**src/rtl/argmax_unit.sv**
```systemverilog
// rtl/argmax_unit.sv - sequential argmax over the first NUM_CLASS signed score lanes (optional ARGMAX_OVERRUN_EN sticky overrun flag)
module argmax_unit #(
    parameter int DATA_WIDTH = 8,
    parameter int LANES      = 16,
    parameter int NUM_CLASS  = 10
) (
    input  logic                        clk_i,
    input  logic                        rst_i,
    input  logic                        valid_i,
    input  logic [LANES*DATA_WIDTH-1:0] din_i,
    output logic                        busy_o,
    output logic                        done_o,
    output logic [3:0]                  class_o,
    output logic [DATA_WIDTH-1:0]       score_o,
    output logic                        overrun_o
);

    localparam logic [1:0] S_IDLE = 2'd0;
    localparam logic [1:0] S_SCAN = 2'd1;
    localparam logic [1:0] S_DONE = 2'd2;

    // Counter value of the last lane that takes part in the scan.
    localparam logic [3:0] LAST_LANE = 4'(NUM_CLASS - 1);

    logic [1:0]                  state_q, state_d;
    logic [LANES*DATA_WIDTH-1:0] vec_q, vec_d;
    logic [3:0]                  cnt_q, cnt_d;
    logic signed [DATA_WIDTH-1:0] best_q, best_d;
    logic [3:0]                  idx_q, idx_d;
    logic [3:0]                  class_q, class_d;
    logic [DATA_WIDTH-1:0]       score_q, score_d;

    logic signed [DATA_WIDTH-1:0] lane_a [LANES];
    logic signed [DATA_WIDTH-1:0] lane_cur;

    genvar g;
    generate
        for (g = 0; g < LANES; g++) begin : g_lane
            assign lane_a[g] = vec_q[g*DATA_WIDTH +: DATA_WIDTH];
        end
    endgenerate

    assign lane_cur = lane_a[cnt_q];

    // Next-state logic: latch vector, walk lanes keeping the first strict maximum, publish result on DONE entry.
    always_comb begin
        state_d = state_q;
        vec_d   = vec_q;
        cnt_d   = cnt_q;
        best_d  = best_q;
        idx_d   = idx_q;
        class_d = class_q;
        score_d = score_q;
        case (state_q)
            S_IDLE: begin
                if (valid_i) begin
                    vec_d   = din_i;
                    best_d  = din_i[DATA_WIDTH-1:0];
                    idx_d   = 4'd0;
                    cnt_d   = 4'd1;
                    state_d = S_SCAN;
                end
            end
            S_SCAN: begin
                // Strictly greater only, so equal scores keep the lower index.
                if (lane_cur > best_q) begin
                    best_d = lane_cur;
                    idx_d  = cnt_q;
                end
                cnt_d = cnt_q + 4'd1;
                if (cnt_q == LAST_LANE) begin
                    class_d = idx_d;
                    score_d = best_d;
                    cnt_d   = 4'd0;
                    state_d = S_DONE;
                end
            end
            S_DONE: begin
                state_d = S_IDLE;
            end
            default: begin
                state_d = S_IDLE;
            end
        endcase
    end

    // State registers; reset wins over any valid_i in the same cycle.
    always_ff @(posedge clk_i) begin
        if (rst_i) begin
            state_q <= S_IDLE;
            vec_q   <= '0;
            cnt_q   <= '0;
            best_q  <= '0;
            idx_q   <= '0;
            class_q <= '0;
            score_q <= '0;
        end else begin
            state_q <= state_d;
            vec_q   <= vec_d;
            cnt_q   <= cnt_d;
            best_q  <= best_d;
            idx_q   <= idx_d;
            class_q <= class_d;
            score_q <= score_d;
        end
    end

`ifdef ARGMAX_OVERRUN_EN
    logic overrun_q, overrun_d;

    // Sticky flag: any valid_i seen outside IDLE was dropped.
    always_comb begin
        overrun_d = overrun_q | (valid_i & (state_q != S_IDLE));
    end

    // Overrun register, cleared only by reset.
    always_ff @(posedge clk_i) begin
        if (rst_i) begin
            overrun_q <= 1'b0;
        end else begin
            overrun_q <= overrun_d;
        end
    end

    assign overrun_o = overrun_q;
`else
    assign overrun_o = 1'b0;
`endif

    assign busy_o  = (state_q != S_IDLE);
    assign done_o  = (state_q == S_DONE);
    assign class_o = class_q;
    assign score_o = score_q;

endmodule

```
**config.mk**
```make
export PLATFORM = sky130hd
export DESIGN_NAME = argmax_unit
export DESIGN_NICKNAME = d
export VERILOG_FILES = /design/src/rtl/argmax_unit.sv
export SDC_FILE = /design/constraint.sdc
export NUM_CORES = 1
export LEC_CHECK = 0
export CORE_MARGIN = 1
export CORE_UTILIZATION = 40
export CTS_BUF_LIST = sky130_fd_sc_hd__clkbuf_8
export CTS_CLUSTER_SIZE = 24
export DETAILED_ROUTE_END_ITERATION = 7
export GPL_ROUTABILITY_DRIVEN = 0
export PLACE_DENSITY = 0.64
export SYNTH_ARGS = -nofsm -noshare
export SYNTH_HDL_FRONTEND = slang
export SYNTH_SLANG_ARGS = --single-unit
export TNS_END_PERCENT = 100
```
**constraint.sdc**
```tcl
create_clock -name clk_i -period 3.7 [get_ports clk_i]
set_clock_uncertainty 0.1 [all_clocks]
set_input_delay 0.74 -clock clk_i [delete_from_list [all_inputs] [get_ports clk_i]]
set_output_delay 0.74 -clock clk_i [all_outputs]
set_load 0.02 [all_outputs]
```
==> results.tsv, run 1 <==
stage	metric	value	unit
route	routed len/inst	16.1	um
placement	DPL Wire Length	13.7	mm
layout	Syn-to-layout area delta	30.1	%
route	Post-route DRC	0	
synthesis	syn_area_per_cell	8.56	sq um
power_and_ir_drop	Int Pwr	2850	uW
sta	Final Worst Setup Slack	0.377	ns
power_and_ir_drop	Pwr Total	3880	uW
synthesis	flops & latches, synth	158	
run	number of max-cap violations	0	
setup_path	slowest stage cell on the critical path	mux4_2	
sta	Setup Total Neg Slack	0	ns
power_and_ir_drop	leakage power	0.00337	uW
layout	Inserted Diodes	0	
clocking	clk root buf	clkbuf_8	
synthesis	Ys Warns	0	
floorplan	core area	16800	sq um
clocking	# Post-CTS Setup Buffers	0	
grt	Total GRT Usage	21.9	%
grt	Global Route met1 Usage	28.8	%
layout	Final nets	1074	
route	final wirelength	18.8	mm
setup_path	crit end category	flip-flop	
synthesis	cell taking the most area after synthesis	dfxtp_1	
clocking	clock-pin transition on the worst setup and hold timing paths	0.08	ns
synthesis	Async S/R FF share, synth	0	%
sta	setup violators final	0	
clocking	clk buf depth	2	
synthesis	ys flop type	dfxtp_1	
power_and_ir_drop	PD cells	430	nW/um^2
setup_path	WP data arrival	3.57	ns
synthesis	Post-synth EDFFs	0	
sta	Period minus WS final	3.32	ns
sta	Worst Tran Pin Value	1.12	ns
sta	Fin. Hold Viols	0	
floorplan	I/O pins	146	
clocking	htree depth	4	
route	Antenna Nets Post-Route	0	
power_and_ir_drop	sw frac	26.7	%
floorplan	die height	134	um
sta	fmax	0.301	GHz
setup_path	WP buf/inv	2	
placement	# port buffers	144	
route	vias per cell	5.14	
synthesis	Distinct cells, synth	45	
placement	pre-CTS WS	0.413	ns
floorplan	die extent in x	134	um
hold_path	Min-Delay Path Class	flip-flop to flip-flop	
power_and_ir_drop	sequential share of power	47.9	%
setup_path	Crit path top cell by count	a32o_1	
clocking	Resized Gates After CTS	0	
route	Pre-antenna DRT Iters	4	
sta	RSZ-0062 raised after global routing	false	
sta	Slew headroom	25.1	%
layout	fin cells	1165	
setup_path	critical path launch point type	flip-flop	
route	via count	5984	
power_and_ir_drop	clock group share of total power	34.4	%
setup_path	worst path required time	3.95	ns
grt	antenna violations before repair	0	
floorplan	die area	17900	sq um
synthesis	Net Count, Synth	952	
clocking	clock latency on the worst-skew pair	0.45	ns
setup_path	CP max FO	13	
grt	largest net degree at the start of global routing	108	
clocking	CTS tree	built	
clocking	clk sinks	158	
layout	layout cells sized above 1	10.6	%
setup_path	crit-path cells	buf_12, mux4_2, a22o_1, nor2_2, inv_1, ha_1, and4_1, nand2_1, nand3_1, a32o_1, a32o_1	
grt	GRT met3 Usage	4.19	%
grt	grt peak-use layer	met2	
layout	final core utilization	53.9	%
placement	placed insts	1134	
sta	Max Slew Vio Count	0	
clocking	CTS hold repair buffers	0	
setup_path	critical path type	flip-flop to flip-flop	
synthesis	Syn Inst Count	811	
grt	GR met2 Demand/Resource	36.4	%
power_and_ir_drop	peak supply drop	0.243	mV
synthesis	ranking of synthesized cells by area	dfxtp_1 46%, nand2_1 16%, mux4_2 9.7%, a21oi_1 9.6%, clkbuf_1 2.5%	
power_and_ir_drop	switching power	1040	uW
clocking	Num CTS Buffers	17	
floorplan	initial core utilization	41.4	%
synthesis	area of the mapped netlist	6940	sq um
power_and_ir_drop	share of power burned in combinational logic	17.8	%
floorplan	Std-Cell Rows	47	
grt	first-pass GRT wire length	30.2	mm
outcome	run status	finished clean	
grt	GR Overflow Total	0	
grt	vias in the first global route	5778	
sta	Tcrit/Tclk final	89.8	%
route	First DRT Iteration DRCs	398	
synthesis	Seq/Total Area, Yosys	45.6	%
setup_path	CP peak stage delay	0.51	ns
synthesis	post-synth top area share	45.6	%
setup_path	delay-heaviest family, CP	compound AO/OA/AOI/OAI gates	
[registers in the layout, indices dropped and copies added (netlist names)]
name,cells
state_q,2
best_q,8
score_o,8
idx_q,4
vec_q,128
cnt_q,4
class_o,4
[Yosys cell counts, drive strengths merged (3+ instances only)]
library cell,instances
nand2,289
dfxtp,158
a21oi,133
clkbuf,47
mux4,32
inv,18
buf,17
a22o,16
nor2,13
ha,10
nand4,10
o211ai,10
a21o,9
o221ai,8
nor2b,6
a32o,5
and2,5
and3,3
nand3,3
[per-layer routing]
layer  part of all wire (%)  routed length [um]
met5                      0                   0
met4                    1.2                 227
met3                    4.0                 757
met2                     49                9250
met1                     45                8540
[tightest hold or removal path: stages, from the launching register on]
cell and delay [ns]:
dfxtp_1 0.31, nand2_1 0.05, a21oi_1 0.05
[final timing paths]
path	start	endpoint	cells past startpoint	slack, ns
setup reg to reg	cnt_q[0]	idx_q[2]	11	0.38
hold reg to reg	vec_q[60]	vec_q[60]	2	0.35
setup / recovery	cnt_q[0]	idx_q[2]	11	0.38
hold / removal	vec_q[60]	vec_q[60]	2	0.35
[layout make-up]
cell class / instances / area [sq um]
Clock buffer: 20 / 275
Clock inverter: 11 / 144
Fill cell: 1589 / 7730
Inverter: 18 / 67.6
Multi-Input combinational cell: 571 / 3430
Sequential cell: 158 / 3170
Tap cell: 220 / 275
Timing Repair Buffer: 167 / 1670
[logic make-up after synthesis]
kind of cell,synth area share [%]
other,0.0540
DFF,45.6
muxes,10.6
xor gates and xnor gates,0.126
adders and majority gates,1.80
and+or+nand+nor,19.7
AOI/OAI and AO/OA,16.9
buffers and inverters,5.14
[stage by stage]
stage / hold WS [ns] / cell area [sq um]
after floorplan: 0.332 / 6940
after global placement: 0.339 / 8610
after detailed placement: 0.344 / 8610
after CTS: 0.355 / 9030
after global routing: 0.375 / 9030
final: 0.355 / 9030
[power by group through the flow]
stage          clock [uW]  combinational [uW]  sequential, uW
2_1_floorplan           0                 419            1870
4_1_cts              1360                 693            1860
3_5_place_dp            0                 691            1900
3_3_place_gp            0                 687            1900
5_1_grt              1430                 758            1870
6_report             1330                 690            1860
[layout by cell type, fill, tap and decap left out, drive strengths merged, types with 2 or more instances in the layout]
cell and instances:
nor2 13, nand3 3, and4 2, nand2 289, bufinv 3, o211ai 10, nand4 10, clkbuf 20
a311o 2, a21o 9, o221ai 8, clkinv 4, and2 5, a32o 5, mux4 32, buf 24
nor2b 6, ha 10, a22o 16, o21ai 2, dfxtp 158, and3 3, clkdlybuf4s50 143, inv 21
a21oi 133
No activity file was read; power rests on OpenSTA's default activity.
==> run 2: changes to the inputs <==
- CTS_CLUSTER_SIZE: 24 -> 30
==> results of run 2 <==
Final layout, timing and power as in run 1 (identical DEF).
